`config.mk`:
```
export PLATFORM = sky130hd
export DESIGN_NAME = pong_bus_arbiter
export DESIGN_NICKNAME = d
export VERILOG_FILES = /design/src/rtl/pong_pkg.sv /design/src/rtl/pong_data_mux.sv /design/src/rtl/pong_bus_arbiter.sv
export SDC_FILE = /design/constraint.sdc
export NUM_CORES = 1
export LEC_CHECK = 0
export ABC_AREA = 1
export ABC_CLOCK_PERIOD_IN_PS = 1400
export CAP_MARGIN = 20
export CORE_MARGIN = 2
export CORE_UTILIZATION = 35
export DETAILED_ROUTE_END_ITERATION = 16
export PLACE_DENSITY = 0.69
export SLEW_MARGIN = 20
export SYNTH_ARGS = -nofsm -noshare
export SYNTH_HDL_FRONTEND = slang
export SYNTH_SLANG_ARGS = --single-unit
```
`constraint.sdc`:
```
create_clock -name clk -period 1.4 [get_ports clk]
set_input_delay 0.28 -clock clk [delete_from_list [all_inputs] [get_ports clk]]
set_output_delay 0.28 -clock clk [all_outputs]
set_load 0.05 [all_outputs]
```
`src/rtl/pong_pkg.sv`:
```
// ---------------------------------------------------------------------------
// pong_pkg
// Shared definitions for the Ping-Pong game data bus arbiter.
//   arb_state_t : arbiter state encoding (IDLE / OWN_A / OWN_B)
//   SEL_A/SEL_B : values of the 2:1 data-select line
//   PONG_DW     : width of the shared game data bus
//   tie_winner  : round-robin choice when both requesters ask from IDLE
// ---------------------------------------------------------------------------
package pong_pkg;

    localparam int PONG_DW = 8;

    typedef enum logic [1:0] {
        IDLE  = 2'b00,
        OWN_A = 2'b01,
        OWN_B = 2'b10
    } arb_state_t;

    localparam logic SEL_A = 1'b0;
    localparam logic SEL_B = 1'b1;

    // last = 1 means B was served last, so A wins the tie (and vice versa)
    function automatic arb_state_t tie_winner(input logic last);
        arb_state_t win;
        if (last == 1'b1) begin
            win = OWN_A;
        end else begin
            win = OWN_B;
        end
        return win;
    endfunction

endpackage

```
`src/rtl/pong_data_mux.sv`:
```
// ---------------------------------------------------------------------------
// pong_data_mux
// Combinational 2:1 byte selector for the shared game data bus.
// Ports:
//   sel      in  1        : 0 = data_a, 1 = data_b
//   data_a   in  PONG_DW  : requester A byte
//   data_b   in  PONG_DW  : requester B byte
//   data_out out PONG_DW  : selected byte (registered by the arbiter)
// ---------------------------------------------------------------------------
module pong_data_mux
    import pong_pkg::*;
(
    input  logic               sel,
    input  logic [PONG_DW-1:0] data_a,
    input  logic [PONG_DW-1:0] data_b,
    output logic [PONG_DW-1:0] data_out
);

    // select the byte of the current owner
    always_comb begin
        data_out = data_a;
        if (sel == SEL_B) begin
            data_out = data_b;
        end else begin
            data_out = data_a;
        end
    end

endmodule

```
`src/rtl/pong_bus_arbiter.sv`:
```
// ---------------------------------------------------------------------------
// pong_bus_arbiter
// Two-requester round-robin arbiter for the shared 8-bit game data bus.
// Grants one player datapath at a time, drives the data-select line and
// registers the owner's byte onto the shared output.
//
// Parameters:
//   HOLD_MAX   : max consecutive grant cycles before a forced handover
//                (only with PONG_ARB_TIMEOUT_EN), legal range 2..255
// Ports:
//   clk        in  1 : system clock, rising edge
//   rst_n      in  1 : asynchronous active-low reset
//   req_a      in  1 : requester A wants the bus
//   req_b      in  1 : requester B wants the bus
//   data_a     in  8 : requester A byte
//   data_b     in  8 : requester B byte
//   gnt_a      out 1 : A owns the bus (registered)
//   gnt_b      out 1 : B owns the bus (registered)
//   sel        out 1 : data select, 0 = A, 1 = B (registered)
//   out_data   out 8 : registered byte from the current owner
//   out_valid  out 1 : out_data carries a granted byte
//
// Build option:
//   PONG_ARB_TIMEOUT_EN : when defined, an owner that has held the bus for
//                         HOLD_MAX cycles is forced to hand over if the other
//                         side is requesting. Undefined: no counter is built
//                         and the owner keeps the bus until it lets go.
// ---------------------------------------------------------------------------
module pong_bus_arbiter
    import pong_pkg::*;
#(
    parameter int unsigned HOLD_MAX = 16
)
(
    input  logic               clk,
    input  logic               rst_n,
    input  logic               req_a,
    input  logic               req_b,
    input  logic [PONG_DW-1:0] data_a,
    input  logic [PONG_DW-1:0] data_b,
    output logic               gnt_a,
    output logic               gnt_b,
    output logic               sel,
    output logic [PONG_DW-1:0] out_data,
    output logic               out_valid
);

    arb_state_t         state_r;
    arb_state_t         next_state_s;
    logic               entry_s;
    logic               hold_exp_s;
    logic               last_r;
    logic               gnt_a_r;
    logic               gnt_b_r;
    logic               sel_r;
    logic [PONG_DW-1:0] out_data_r;
    logic               out_valid_r;
    logic [PONG_DW-1:0] mux_data_s;

    // Out-of-range HOLD_MAX leaves an empty marker block in the hierarchy.
    if ((HOLD_MAX < 2) || (HOLD_MAX > 255)) begin : g_hold_max_out_of_range
    end

    pong_data_mux u_mux (
        .sel      (sel_r),
        .data_a   (data_a),
        .data_b   (data_b),
        .data_out (mux_data_s)
    );

`ifdef PONG_ARB_TIMEOUT_EN
    localparam logic [7:0] HOLD_LAST = 8'(HOLD_MAX - 1);

    logic [7:0] hold_cnt_r;

    assign hold_exp_s = (hold_cnt_r == HOLD_LAST);

    // consecutive-grant counter: cleared on every new ownership, saturating
    always_ff @(posedge clk or negedge rst_n) begin
        if (!rst_n) begin
            hold_cnt_r <= 8'd0;
        end else if (entry_s) begin
            hold_cnt_r <= 8'd0;
        end else if ((state_r != IDLE) && !hold_exp_s) begin
            hold_cnt_r <= hold_cnt_r + 8'd1;
        end else begin
            hold_cnt_r <= hold_cnt_r;
        end
    end
`else
    assign hold_exp_s = 1'b0;
`endif

    // next owner: keep while requesting, hand straight over otherwise
    always_comb begin
        next_state_s = state_r;
        case (state_r)
            IDLE: begin
                if (req_a && req_b) begin
                    next_state_s = tie_winner(last_r);
                end else if (req_a) begin
                    next_state_s = OWN_A;
                end else if (req_b) begin
                    next_state_s = OWN_B;
                end else begin
                    next_state_s = IDLE;
                end
            end
            OWN_A: begin
                if (hold_exp_s && req_b) begin
                    next_state_s = OWN_B;
                end else if (req_a) begin
                    next_state_s = OWN_A;
                end else if (req_b) begin
                    next_state_s = OWN_B;
                end else begin
                    next_state_s = IDLE;
                end
            end
            OWN_B: begin
                if (hold_exp_s && req_a) begin
                    next_state_s = OWN_A;
                end else if (req_b) begin
                    next_state_s = OWN_B;
                end else if (req_a) begin
                    next_state_s = OWN_A;
                end else begin
                    next_state_s = IDLE;
                end
            end
            default: begin
                next_state_s = IDLE;
            end
        endcase
    end

    // a new ownership starts whenever the owner changes to a real requester
    assign entry_s = (next_state_s != state_r) && (next_state_s != IDLE);

    // state, grant, select and data registers
    always_ff @(posedge clk or negedge rst_n) begin
        if (!rst_n) begin
            state_r     <= IDLE;
            last_r      <= 1'b1;
            gnt_a_r     <= 1'b0;
            gnt_b_r     <= 1'b0;
            sel_r       <= SEL_A;
            out_data_r  <= 8'h00;
            out_valid_r <= 1'b0;
        end else begin
            state_r <= next_state_s;
            gnt_a_r <= (next_state_s == OWN_A);
            gnt_b_r <= (next_state_s == OWN_B);
            case (next_state_s)
                OWN_A:   sel_r <= SEL_A;
                OWN_B:   sel_r <= SEL_B;
                default: sel_r <= sel_r;
            endcase
            if (entry_s) begin
                last_r <= (next_state_s == OWN_B);
            end else begin
                last_r <= last_r;
            end
            // data lags the grant by one cycle since sel_r is already registered
            out_valid_r <= (state_r != IDLE);
            if (state_r != IDLE) begin
                out_data_r <= mux_data_s;
            end else begin
                out_data_r <= out_data_r;
            end
        end
    end

    assign gnt_a     = gnt_a_r;
    assign gnt_b     = gnt_b_r;
    assign sel       = sel_r;
    assign out_data  = out_data_r;
    assign out_valid = out_valid_r;

endmodule

```
Word level (Yosys, flattened, before mapping)
Index checks and enable logic that the tools add are counted.

Output and inout port bits: 12. Input port bits: 20. Register bits: 15.

Equal/unequal tests: 5. Reductions and logical operators: 6. Muxes and demuxes: 9.

Operators with widths (count): 2-to-1 mux 2 bit (5); 2-to-1 mux 8 bit (1); case mux 2 bit (3 select lines) (1); nonzero test 2 bit (3); equality test 2 x 1 -> 1 bit, second input constant (2); equality test 2 bit, second input constant (2); logical AND 1 bit (2); logical NOT 2 bit (1); inequality test 2 bit (1); case mux 1 bit (2 select lines) (1); 2-to-1 mux 1 bit (1).

Longest topological paths before layout
Gate-level depths: netlist of run 1.

Depth after elaboration: 6. Mapped depth: 9. Depth with buffers taken out: 9.

Cells and area by module
Synthesis of run 1 repeated with hierarchy kept, for this count alone.

Cell total of the unflattened synthesis: 97. Area total of the unflattened synthesis: 745.7 um2.

By module, submodules not included: pong_bus_arbiter (area each 640.6 um2, sequential area each 376.6 um2, times used 1, cells an instance 71); pong_data_mux (area each 105.1 um2, sequential area each 0.0 um2, times used 1, cells an instance 26).

Least setup slack after synthesis of run 1
OpenSTA, ideal clock, no wires.

Path type: register to register. Start: reg sel_r, in the netlist sel. End: reg out_data_r[3], in the netlist out_data[3]. Slack: 94 ps. Period minus slack after synthesis: 1306 ps. Cell stages (with the launch flop): 5. Arrival time: 1182 ps. Cells stage by stage: dfrtp_1 buf_2 clkinv_1 nand2_1 a21oi_1.

Longest elaborated chain between the ends: 1.

RTL lines: start: declaration (line pong_bus_arbiter.sv:55) `logic sel_r;`; start signal: assignment (line pong_bus_arbiter.sv:157) `default: sel_r <= sel_r;`; 2-to-1 mux 8 bit (line pong_data_mux.sv:22) `if (sel == SEL_B) begin`; end signal: assignment (line pong_bus_arbiter.sv:167) `out_data_r <= mux_data_s;`; end signal: assignment (line pong_bus_arbiter.sv:169) `out_data_r <= out_data_r;`; end: declaration (line pong_bus_arbiter.sv:56) `logic [PONG_DW-1:0] out_data_r;`.

No other way between the ends. A chain may end at the register's enable or synchronous reset.

Worst setup path in the final report of run 1
Start: in req_a. End: reg sel_r, in the netlist sel.

Longest elaborated chain between the ends: 5.

RTL lines: start: declaration (line pong_bus_arbiter.sv:37) `input logic req_a,`; 2-to-1 mux 1 bit, or another cell as far along (line pong_bus_arbiter.sv:125) `end else if (req_a) begin`; 2-to-1 mux 2 bit, on equally long branches (line pong_bus_arbiter.sv:123, pong_bus_arbiter.sv:99); case mux 2 bit (3 select lines) (*) (line pong_bus_arbiter.sv:97) `case (state_r)`; equality test 2 bit or equality test 2 x 1 -> 1 bit (tied branches) (line pong_bus_arbiter.sv:154) `case (next_state_s)`; case mux 1 bit (2 select lines) or nonzero test 2 bit (tied branches).

Mark *: on every way between the ends. The rest lies on a longest branch, timed or not.

==> impl_metrics.env, run 1 <==
export IMPL_status="finished clean"
export IMPL_finalWirelength_um=1940
export IMPL_grt_pass1_vias=713
export IMPL_required_ns=1.56
export IMPL_critPathBufInv=2
export IMPL_yosys_area_share_simple_pct=22.9
export IMPL_synth_cells=83
export IMPL_cts_setup_buffers=0
export IMPL_leakage_uw=0.000586
export IMPL_grt_overflow=0
export IMPL_max_freq_mhz=730
export IMPL_slew_viol_final=0
export IMPL_critical_path_max_stage_delay_ns=0.50
export IMPL_core_um2=1940
export IMPL_clock_root_buffer="clkbuf_4"
export IMPL_power_frac_clock_pct=9.5
export IMPL_synthAdderAreaFrac_pct=5.28
export IMPL_seq_power_share_pct=30.0
export IMPL_place_congestion=0.771
export IMPL_finalHoldViolations=0
export IMPL_synth_seq_area_share_pct=53.0
export IMPL_synth_seq_cells=15
export IMPL_cp_top_family="buffers and inverters"
export IMPL_dr_pass1_iters=4
export IMPL_p_per_area_nw_per_um2=1970
export IMPL_htreeDepth=1
export IMPL_p_sw_uw=1090
export IMPL_end_kind="register"
export IMPL_vias_per_cell=4.80
export IMPL_synthToLayoutAreaGrowth_pct=77.8
export IMPL_cts_buffer_depth=2
export IMPL_ant_nets=0
export IMPL_rows=16
export IMPL_maxCapViolations=0
export IMPL_yosysTopAreaCell="dfrtp_1"
export IMPL_synth_compound_area_share_pct=13.4
export IMPL_regArea_um2=378
export IMPL_ff2ff_setup_slack_ns=0.06
export IMPL_avgSynthCellArea_um2=8.56
export IMPL_die_area_um2=2410
export IMPL_clk_pin_slew_ns=0.09
export IMPL_vias=710
export IMPL_dpl_cell_area_um2=1200
export IMPL_dp_cells=144
export IMPL_syn_nets=106
export IMPL_dp_hpwl_um=1490
export IMPL_critPathKind="in2reg"
export IMPL_drive_above_1_share_pct=28.9
export IMPL_rsz0062_at_grt="no"
export IMPL_netlist_area_leader_share_pct=49.3
export IMPL_synth_area_leaders="dfrtp_1 (49%), a21oi_1 (12%), nand2_1 (10%), ha_1 (5.3%), nor2_1 (4.8%)"
export IMPL_drc=0
export IMPL_synth_enable_flop_cells=0
export IMPL_yosysWarnings=0
export IMPL_fin_cells=148
export IMPL_synth_top_family_by_area="simple AND/OR/NAND/NOR gates"
export IMPL_diodes=0
export IMPL_slew_headroom_pct=80.9
export IMPL_timing_rr_end="sel$_DFFE_PN0P_"
export IMPL_worstMarginPinSlew_ns=0.284
export IMPL_arrival_ns=1.52
export IMPL_start_util_pct=36.6
export IMPL_insertion_delay_ns=0.27
export IMPL_grt_pass1_wl_um=3280
export IMPL_grt_use_total_pct=17.9
export IMPL_wl_per_cell_um=13.1
export IMPL_ys_top_cells_by_count="nand2_1 (19), a21oi_1 (17), dfrtp_1 (14)"
export IMPL_p_int_uw=1400
export IMPL_cts_buffers=3
export IMPL_critPathLaunchType="input port"
export IMPL_antenna_found_initial=0
export IMPL_fp_dieH_um=49.1
export IMPL_cts_tree="done"
export IMPL_rr_startpoint="last_r$_DFFE_PN1P_"
export IMPL_grt_max_degree=13
export IMPL_r2r_worst_path_cells=8
export IMPL_ys_flop_type="dfrtp_1"
export IMPL_synth_xor_xnor_area_share_pct=0
export IMPL_switching_share_pct=43.8
export IMPL_cp_max_fo=3
export IMPL_min_path_type="in2async"
export IMPL_fin_crit_sh_pct=97.8
export IMPL_slowest_stage="clkdlybuf4s50_1"
export IMPL_path_depth=7
export IMPL_ys_types=15
export IMPL_io_buffers=31
export IMPL_stdcell_area_um2=1260
export IMPL_hold_slack_ns=0.205
export IMPL_nFillCells=162
export IMPL_nets=145
export IMPL_cp_cell_sequence="clkdlybuf4s50_1, inv_1, a21oi_2, nand2_2, ha_4, nand2_1, o21ai_1"
export IMPL_vdd_ir_drop_worst_mv=0.973
export IMPL_synthMostInstantiatedCell="nand2_1"
export IMPL_p_comb_share_pct=60.6
export IMPL_fin_crit_ns=1.37
export IMPL_setup_viol=0
export IMPL_critPathLaunch="req_a"
export IMPL_die_w_um=49.1
export IMPL_syn_cell_area_um2=711
export IMPL_skew_ns=0.00873
export IMPL_multi_input_area_um2=329
export IMPL_first_iter_violations=9
export IMPL_io_pins=32
export IMPL_synthArstFlopShare_pct=100
export IMPL_cts_sinks=15
export IMPL_synthMuxAreaShare_pct=0
export IMPL_endpoint="sel$_DFFE_PN0P_"
==> per-stage QoR <==
step                      utilization (%)  TNS, ns  worst slack (ns)  power, uW
after floorplan                         -        0            0.0937       1440
after global placement               61.8   -0.742            -0.289       2200
after detailed placement             61.8   -0.927            -0.354       2230
after CTS                            63.6        0           0.00480       2480
after global routing                 65.1        0           0.00754       2630
final                                65.1        0            0.0306       2490
==> flip-flops by register name, summed over array words and instances (netlist names) <==
register and flops:
last_r 1, out_valid 1, sel 1, gnt_a 1, state_r 2, gnt_b 1
out_data 8
==> how the worst min path moves through the flow <==
stage	startpoint	endpoint	slack, ns	cells after the start
after floorplan	rst_n	gnt_a$_DFF_PN0_	-0.02	0
final	rst_n	out_data[4]$_DFFE_PN0N_	0.20	1
after global placement	last_r$_DFFE_PN1P_	last_r$_DFFE_PN1P_	0.46	2
after global routing	rst_n	out_data[4]$_DFFE_PN0N_	0.19	1
after detailed placement	last_r$_DFFE_PN1P_	last_r$_DFFE_PN1P_	0.47	2
after CTS	rst_n	out_data[4]$_DFFE_PN0N_	0.21	1
==> power by group through the flow <==
stage	combinational (uW)	sequential, uW	clock, uW
after global placement	1460	745	0
final	1510	746	235
after detailed placement	1480	752	0
after floorplan	306	1130	0
after CTS	1490	745	247
after global routing	1590	761	283
==> cells in the final DEF (no fill, tap or decap), types with 3 or more instances in the layout <==
cell	n
clkdlybuf4s50_1	18
nand2_1	16
a21oi_1	16
dfrtp_1	13
buf_12	12
nor2_1	8
inv_1	5
nand3_1	4
buf_4	4
inv_2	3
nand2_2	3
clkbuf_4	3
==> cell type report <==
class | instances | share of cell area [%]
Timing Repair Buffer | 35 | 36.6
Sequential cell | 15 | 29.9
Multi-Input combinational cell | 58 | 26.0
Inverter | 9 | 2.67
Tap cell | 27 | 2.67
Clock buffer | 4 | 2.08
==> per-layer routing <==
| metal | routed length (um) | global-route usage [%] | part of all wire, % |
|---|---|---|---|
| met5 | 0 | 0 | 0 |
| met4 | 35 | 7.14 | 1.8 |
| met3 | 129 | 4.60 | 6.6 |
| met2 | 913 | 28.8 | 47 |
| met1 | 865 | 22.7 | 45 |
==> repair_timing <==
| action | in CTS | in global routing |
|---|---|---|
| pin swaps | 0 | 2 |
| setup endpoints to repair | 1 | 2 |
| gates resized for setup | 3 | 10 |
| hold buffers | 0 | 0 |
==> kinds of logic after synthesis <==
kind of cell | Yosys count
flops | 15
buf+inv | 10
fa+ha+maj | 3
compound gates | 19
simple gates | 36
Note: power is estimated with default switching activity, not from simulation.
==> run 2, diff against run 1 <==
- GPL_TIMING_DRIVEN: default -> 0
==> run 2 against run 1 <==
Final area down 11%; largest power group unchanged; sequential power down 9.9%; highest routed layer unchanged; core utilization down 7.2 points; clock-buffer cell count down 1; combinational power down 23%; global-route usage down 0.30 points; critical path type is now reg2reg.
==> impl_metrics.env, run 2 (synthesis gave the netlist of run 1 again) <==
export IMPL_ant_nets=0
export IMPL_grt_pass1_vias=711
export IMPL_power_frac_clock_pct=12.0
export IMPL_synthToLayoutAreaGrowth_pct=58.3
export IMPL_core_um2=1940
export IMPL_grt_max_degree=16
export IMPL_grt_use_total_pct=17.6
export IMPL_switching_share_pct=49.0
export IMPL_dp_hpwl_um=1350
export IMPL_cts_buffers=3
export IMPL_io_buffers=31
export IMPL_final_cell_mix="clkdlybuf4s50_1 (17), a21oi_1 (16), nand2_1 (15), dfrtp_1 (13), clkdlybuf4s15_2 (11)"
export IMPL_critPathLaunchType="register"
export IMPL_layout_commonest_cell="clkdlybuf4s50_1"
export IMPL_grt_pass1_wl_um=3220
export IMPL_multi_input_area_um2=312
export IMPL_p_comb_share_pct=55.7
export IMPL_cts_buffer_depth=2
export IMPL_max_freq_mhz=755
export IMPL_rsz0062_at_grt="yes"
export IMPL_insertion_delay_ns=0.28
export IMPL_largest_reg_flops=8
export IMPL_drive_above_1_share_pct=28.3
export IMPL_io_pins=32
export IMPL_cts_tree="done"
export IMPL_slew_headroom_pct=55.0
export IMPL_skew_ns=0.00825
export IMPL_r2r_worst_path_cells=7
export IMPL_vias=701
export IMPL_fin_crit_ns=1.33
export IMPL_min_path_type="in2async"
export IMPL_arrival_ns=1.50
export IMPL_clock_root_buffer="clkbuf_4"
export IMPL_dr_pass1_iters=4
export IMPL_fp_dieH_um=49.1
export IMPL_diodes=0
export IMPL_setup_tns_final_ns=0
export IMPL_p_per_area_nw_per_um2=1850
export IMPL_cp_max_fo=3
export IMPL_fin_crit_sh_pct=94.7
export IMPL_stdcell_area_um2=1120
export IMPL_htreeDepth=1
export IMPL_finalWirelength_um=1900
export IMPL_worstMarginPinSlew_ns=0.673
export IMPL_first_iter_violations=9
export IMPL_regArea_um2=378
export IMPL_maxCapViolations=0
export IMPL_start_util_pct=36.6
export IMPL_nFillCells=197
export IMPL_dpl_cell_area_um2=1050
export IMPL_seq_power_share_pct=32.3
export IMPL_hold_buffers=0
export IMPL_vias_per_cell=4.77
export IMPL_finalHoldViolations=0
export IMPL_grt_overflow=0
export IMPL_drc=0
export IMPL_required_ns=1.57
export IMPL_end_kind="register"
export IMPL_setup_viol=0
export IMPL_critPathKind="reg2reg"
export IMPL_p_sw_uw=1020
export IMPL_vdd_ir_drop_worst_mv=0.951
export IMPL_status="finished clean"
export IMPL_wl_per_cell_um=12.9
export IMPL_slew_viol_final=0
export IMPL_leakage_uw=0.000527
export IMPL_antenna_found_initial=0
export IMPL_place_congestion=0.779
export IMPL_die_area_um2=2410
export IMPL_clk_pin_slew_ns=0.10
export IMPL_nets=144
export IMPL_rows=16
export IMPL_cts_sinks=15
export IMPL_die_w_um=49.1
export IMPL_p_int_uw=1060
==> run 2: cell count changes in the layout (fill, tap and decap cells not counted), sizes merged <==
| cell | change |
|---|---|
| buf | -13 |
| clkdlybuf4s15 | +11 |
| clkdlybuf4s50 | -1 |
| clkinv | +1 |
| dlygate4sd2 | +1 |
==> run 2: final cells by class <==
cell class / instances / share of cell area (%)
flip-flops and latches: 15 / 33.6
repair buffers: 33 / 29.8
multi-input cells: 58 / 27.7
inverters: 9 / 3.00
well taps: 27 / 3.00
clock buffers: 3 / 2.00
clock inverters: 1 / 0.445
plain buffers: 1 / 0.445
==> run 2: what timing repair did <==
action,in CTS,in global routing
endpoints found under the setup margin,14,3
buffers inserted,1,1
gates resized for setup,39,9
pin swaps,1,2
==> run 2: metrics by stage <==
stage	power (uW)	setup slack, ns	util [%]	std cells	hold WS (ns)
CTS	2090	0.00172	57.2	146	0.416
global placement	1830	-0.312	54.3	141	0.463
finish	2080	0.0747	57.9	147	0.395
global route	2230	-0.00623	57.9	147	0.440
detailed placement	1850	-0.362	54.3	141	0.464
floorplan	1440	0.0937	-	83	-0.0156
==> run 2: worst max-delay path: stages, from the launching register on <==
cell and delay, ns:
dfstp_2 0.55, inv_1 0.04, nor2_1 0.10, nand2_2 0.07, nand2_2 0.08, ha_1 0.24, nand2_1 0.07, o21ai_1 0.05
==> run 2: worst paths after layout <==
path	from	endpoint	slack (ns)
setup / recovery	last_r$_DFFE_PN1P_	sel$_DFFE_PN0P_	0.07
hold / removal	rst_n	out_data[4]$_DFFE_PN0N_	0.39
setup reg to reg	last_r$_DFFE_PN1P_	sel$_DFFE_PN0P_	0.07
hold reg to reg	last_r$_DFFE_PN1P_	last_r$_DFFE_PN1P_	0.48
max in group asynchronous	rst_n	state_r[0]$_DFF_PN0_	0.54
min in group clk	req_a	state_r[0]$_DFF_PN0_	0.46
==> run 2: metal layers <==
| metal | GRT usage [%] | wire, um | vias to the layer above | share of wire (%) |
|---|---|---|---|---|
| li1 | - | - | 344 | - |
| met1 | 19.9 | 762 | 330 | 40 |
| met2 | 31.3 | 1010 | 25 | 53 |
| met3 | 4.29 | 112 | 2 | 5.9 |
| met4 | 7.14 | 8 | 0 | 0.42 |
| met5 | 0 | 0 | - | 0 |
==> run 2: power groups by stage <==
| stage | registers (uW) | clock network [uW] | logic [uW] |
|---|---|---|---|
| after CTS | 675 | 262 | 1150 |
| after global routing | 696 | 288 | 1240 |
| after detailed placement | 680 | 0 | 1170 |
| after global placement | 673 | 0 | 1160 |
| after floorplan | 1130 | 0 | 306 |
| final | 672 | 250 | 1160 |
==> run 3, diff against run 2 <==
- ABC_CLOCK_PERIOD_IN_PS: 1400 -> 1300
- PLACE_DENSITY: 0.69 -> 0.66
- clock period: 1.4 -> 1.3 ns (I/O delays scaled with it)
==> run 3 against run 2 <==
Flip-flop and latch count did not move; worst hold slack worse by 0.0068 ns; non-clock buffer count grew 4; sequential share of layout area is 0.33 points lower; fmax increased by 2.6%; final area rose by 1.3%; total power up 6.7%; sequential power grew 7.1%; largest power group unchanged.
==> impl_metrics.env, run 3 (synthesis gave the netlist of run 1 again) <==
export IMPL_min_path_type="in2async"
export IMPL_grt_max_degree=16
export IMPL_drive_above_1_share_pct=33.9
export IMPL_clk_pin_slew_ns=0.09
export IMPL_die_area_um2=2410
export IMPL_p_sw_uw=1110
export IMPL_nets=148
export IMPL_insertion_delay_ns=0.28
export IMPL_rr_startpoint="last_r$_DFFE_PN1P_"
export IMPL_die_w_um=49.1
export IMPL_slowest_stage="dfstp_2"
export IMPL_grt_pass1_wl_um=3300
export IMPL_p_per_area_nw_per_um2=1950
export IMPL_antenna_found_initial=0
export IMPL_cts_sinks=15
export IMPL_layout_commonest_cell="clkdlybuf4s50_1"
export IMPL_final_core_util_pct=58.7
export IMPL_core_um2=1940
export IMPL_finalHoldViolations=0
export IMPL_p_comb_share_pct=55.5
export IMPL_skew_ns=0.00315
export IMPL_ant_nets=0
export IMPL_rows=16
export IMPL_fin_crit_ns=1.29
export IMPL_status="finished clean"
export IMPL_max_freq_mhz=774
export IMPL_largest_reg_flops=8
export IMPL_finalWirelength_um=1950
export IMPL_critPathLaunchType="register"
export IMPL_slew_headroom_pct=54.1
export IMPL_dp_hpwl_um=1410
export IMPL_clock_root_buffer="clkbuf_4"
export IMPL_crit_top_cell="inv_2"
export IMPL_critPathKind="reg2reg"
export IMPL_hold_buffers=0
export IMPL_drc=0
export IMPL_power_frac_clock_pct=12.0
export IMPL_switching_share_pct=49.9
export IMPL_vdd_ir_drop_worst_mv=0.911
export IMPL_r2r_worst_path_cells=8
export IMPL_leakage_uw=0.000531
export IMPL_dr_pass1_iters=4
export IMPL_io_buffers=31
export IMPL_fp_dieH_um=49.1
export IMPL_place_congestion=0.789
export IMPL_cts_tree="done"
export IMPL_worstMarginPinSlew_ns=0.687
export IMPL_htreeDepth=1
export IMPL_arrival_ns=1.46
export IMPL_required_ns=1.47
export IMPL_grt_overflow=0
export IMPL_vias_per_cell=4.72
export IMPL_nFillCells=184
export IMPL_grt_use_total_pct=18.0
export IMPL_cp_top_family="flip-flops"
export IMPL_io_pins=32
export IMPL_maxCapViolations=0
export IMPL_setup_tns_final_ns=0
export IMPL_cp_cell_sequence="inv_2, nor2_2, nand2_2, nand2_4, inv_2, ha_4, nand2_1, o21ai_1"
export IMPL_wl_per_cell_um=12.9
export IMPL_critPathBufInv=2
export IMPL_diodes=0
export IMPL_fin_crit_sh_pct=99.4
export IMPL_cts_buffers=3
export IMPL_end_kind="register"
export IMPL_final_cell_mix="clkdlybuf4s50_1 (17), nand2_1 (16), a21oi_1 (16), dfrtp_1 (12), buf_2 (9)"
export IMPL_timing_rr_end="sel$_DFFE_PN0P_"
export IMPL_cts_buffer_depth=2
export IMPL_slew_viol_final=0
export IMPL_synthToLayoutAreaGrowth_pct=60.4
export IMPL_seq_power_share_pct=32.4
export IMPL_vias=712
export IMPL_cp_max_fo=3
export IMPL_p_int_uw=1110
export IMPL_grt_pass1_vias=725
export IMPL_start_util_pct=36.6
export IMPL_critical_path_max_stage_delay_ns=0.56
export IMPL_setup_viol=0
export IMPL_first_iter_violations=5
export IMPL_rsz0062_at_grt="yes"
export IMPL_ff2ff_setup_slack_ns=0.008
==> run 3: cell count changes in the layout (fill, tap and decap cells not counted), moves of 2 or more <==
cell and change:
inv_2 +2, clkdlybuf4s15_2 -7, inv_1 -2, buf_2 +8, ha_4 +2, buf_4 +4
nand2_2 -2
==> run 3: what timing repair did <==
action | 4_1_cts | 5_1_grt
endpoints found under the setup margin | 15 | 11
endpoints found under the hold margin | 0 | 0
resized for setup | 49 | 21
cloned | 0 | 0
setup buffers | 6 | 0
pin swaps | 4 | 2
==> run 3: stage by stage <==
| stage | setup slack, ns | total power [uW] | instances | hold slack, ns | area (um2) |
|---|---|---|---|---|---|
| floorplan | 0.00747 | 1550 | 83 | -0.0356 | 712 |
| global placement | -0.391 | 1980 | 141 | 0.464 | 1060 |
| global route | -0.0545 | 2380 | 151 | 0.428 | 1140 |
| finish | 0.00822 | 2220 | 151 | 0.388 | 1140 |
| detailed placement | -0.457 | 2000 | 141 | 0.476 | 1060 |
| CTS | -0.00315 | 2300 | 151 | 0.411 | 1180 |
==> run 3: power groups by stage <==
stage          Sequential [uW]  Combinational (uW)  Clock (uW)
5_1_grt                    740                1330         307
4_1_cts                    723                1300         274
3_3_place_gp               726                1250           0
6_report                   720                1230         268
3_5_place_dp               732                1260           0
2_1_floorplan             1220                 329           0
==> run 3: worst max path at each step <==
| stage | startpoint | endpoint | slack [ns] | cells after the start |
|---|---|---|---|---|
| 2_1_floorplan | last_r$_DFFE_PN1P_ | sel$_DFFE_PN0P_ | 0.007 | 8 |
| 3_3_place_gp | req_b | sel$_DFFE_PN0P_ | -0.39 | 9 |
| 3_5_place_dp | req_a | sel$_DFFE_PN0P_ | -0.46 | 6 |
| 4_1_cts | last_r$_DFFE_PN1P_ | last_r$_DFFE_PN1P_ | -0.003 | 9 |
| 5_1_grt | state_r[0]$_DFF_PN0_ | sel$_DFFE_PN0P_ | -0.05 | 7 |
| 6_report | last_r$_DFFE_PN1P_ | sel$_DFFE_PN0P_ | 0.008 | 8 |
==> run 3: cell type report <==
cell class	instances	area [um2]	share of cell area, %
sequential	15	379	33.3
tap	27	33.8	2.96
buffer	1	5.00	0.439
multi-input combinational	58	344	30.2
timing repair buffer	37	318	27.9
inverter	9	33.8	2.96
clock buffer	4	26.3	2.31
==> run 3: routing by layer <==
metal / track usage [%] / share of wire [%] / vias up
met3: 5.52 / 6.2 / 2
met5: 0 / 0 / -
met4: 6.67 / 0.77 / 0
met1: 20.1 / 42 / 336
met2: 32.0 / 51 / 25
li1: - / - / 349
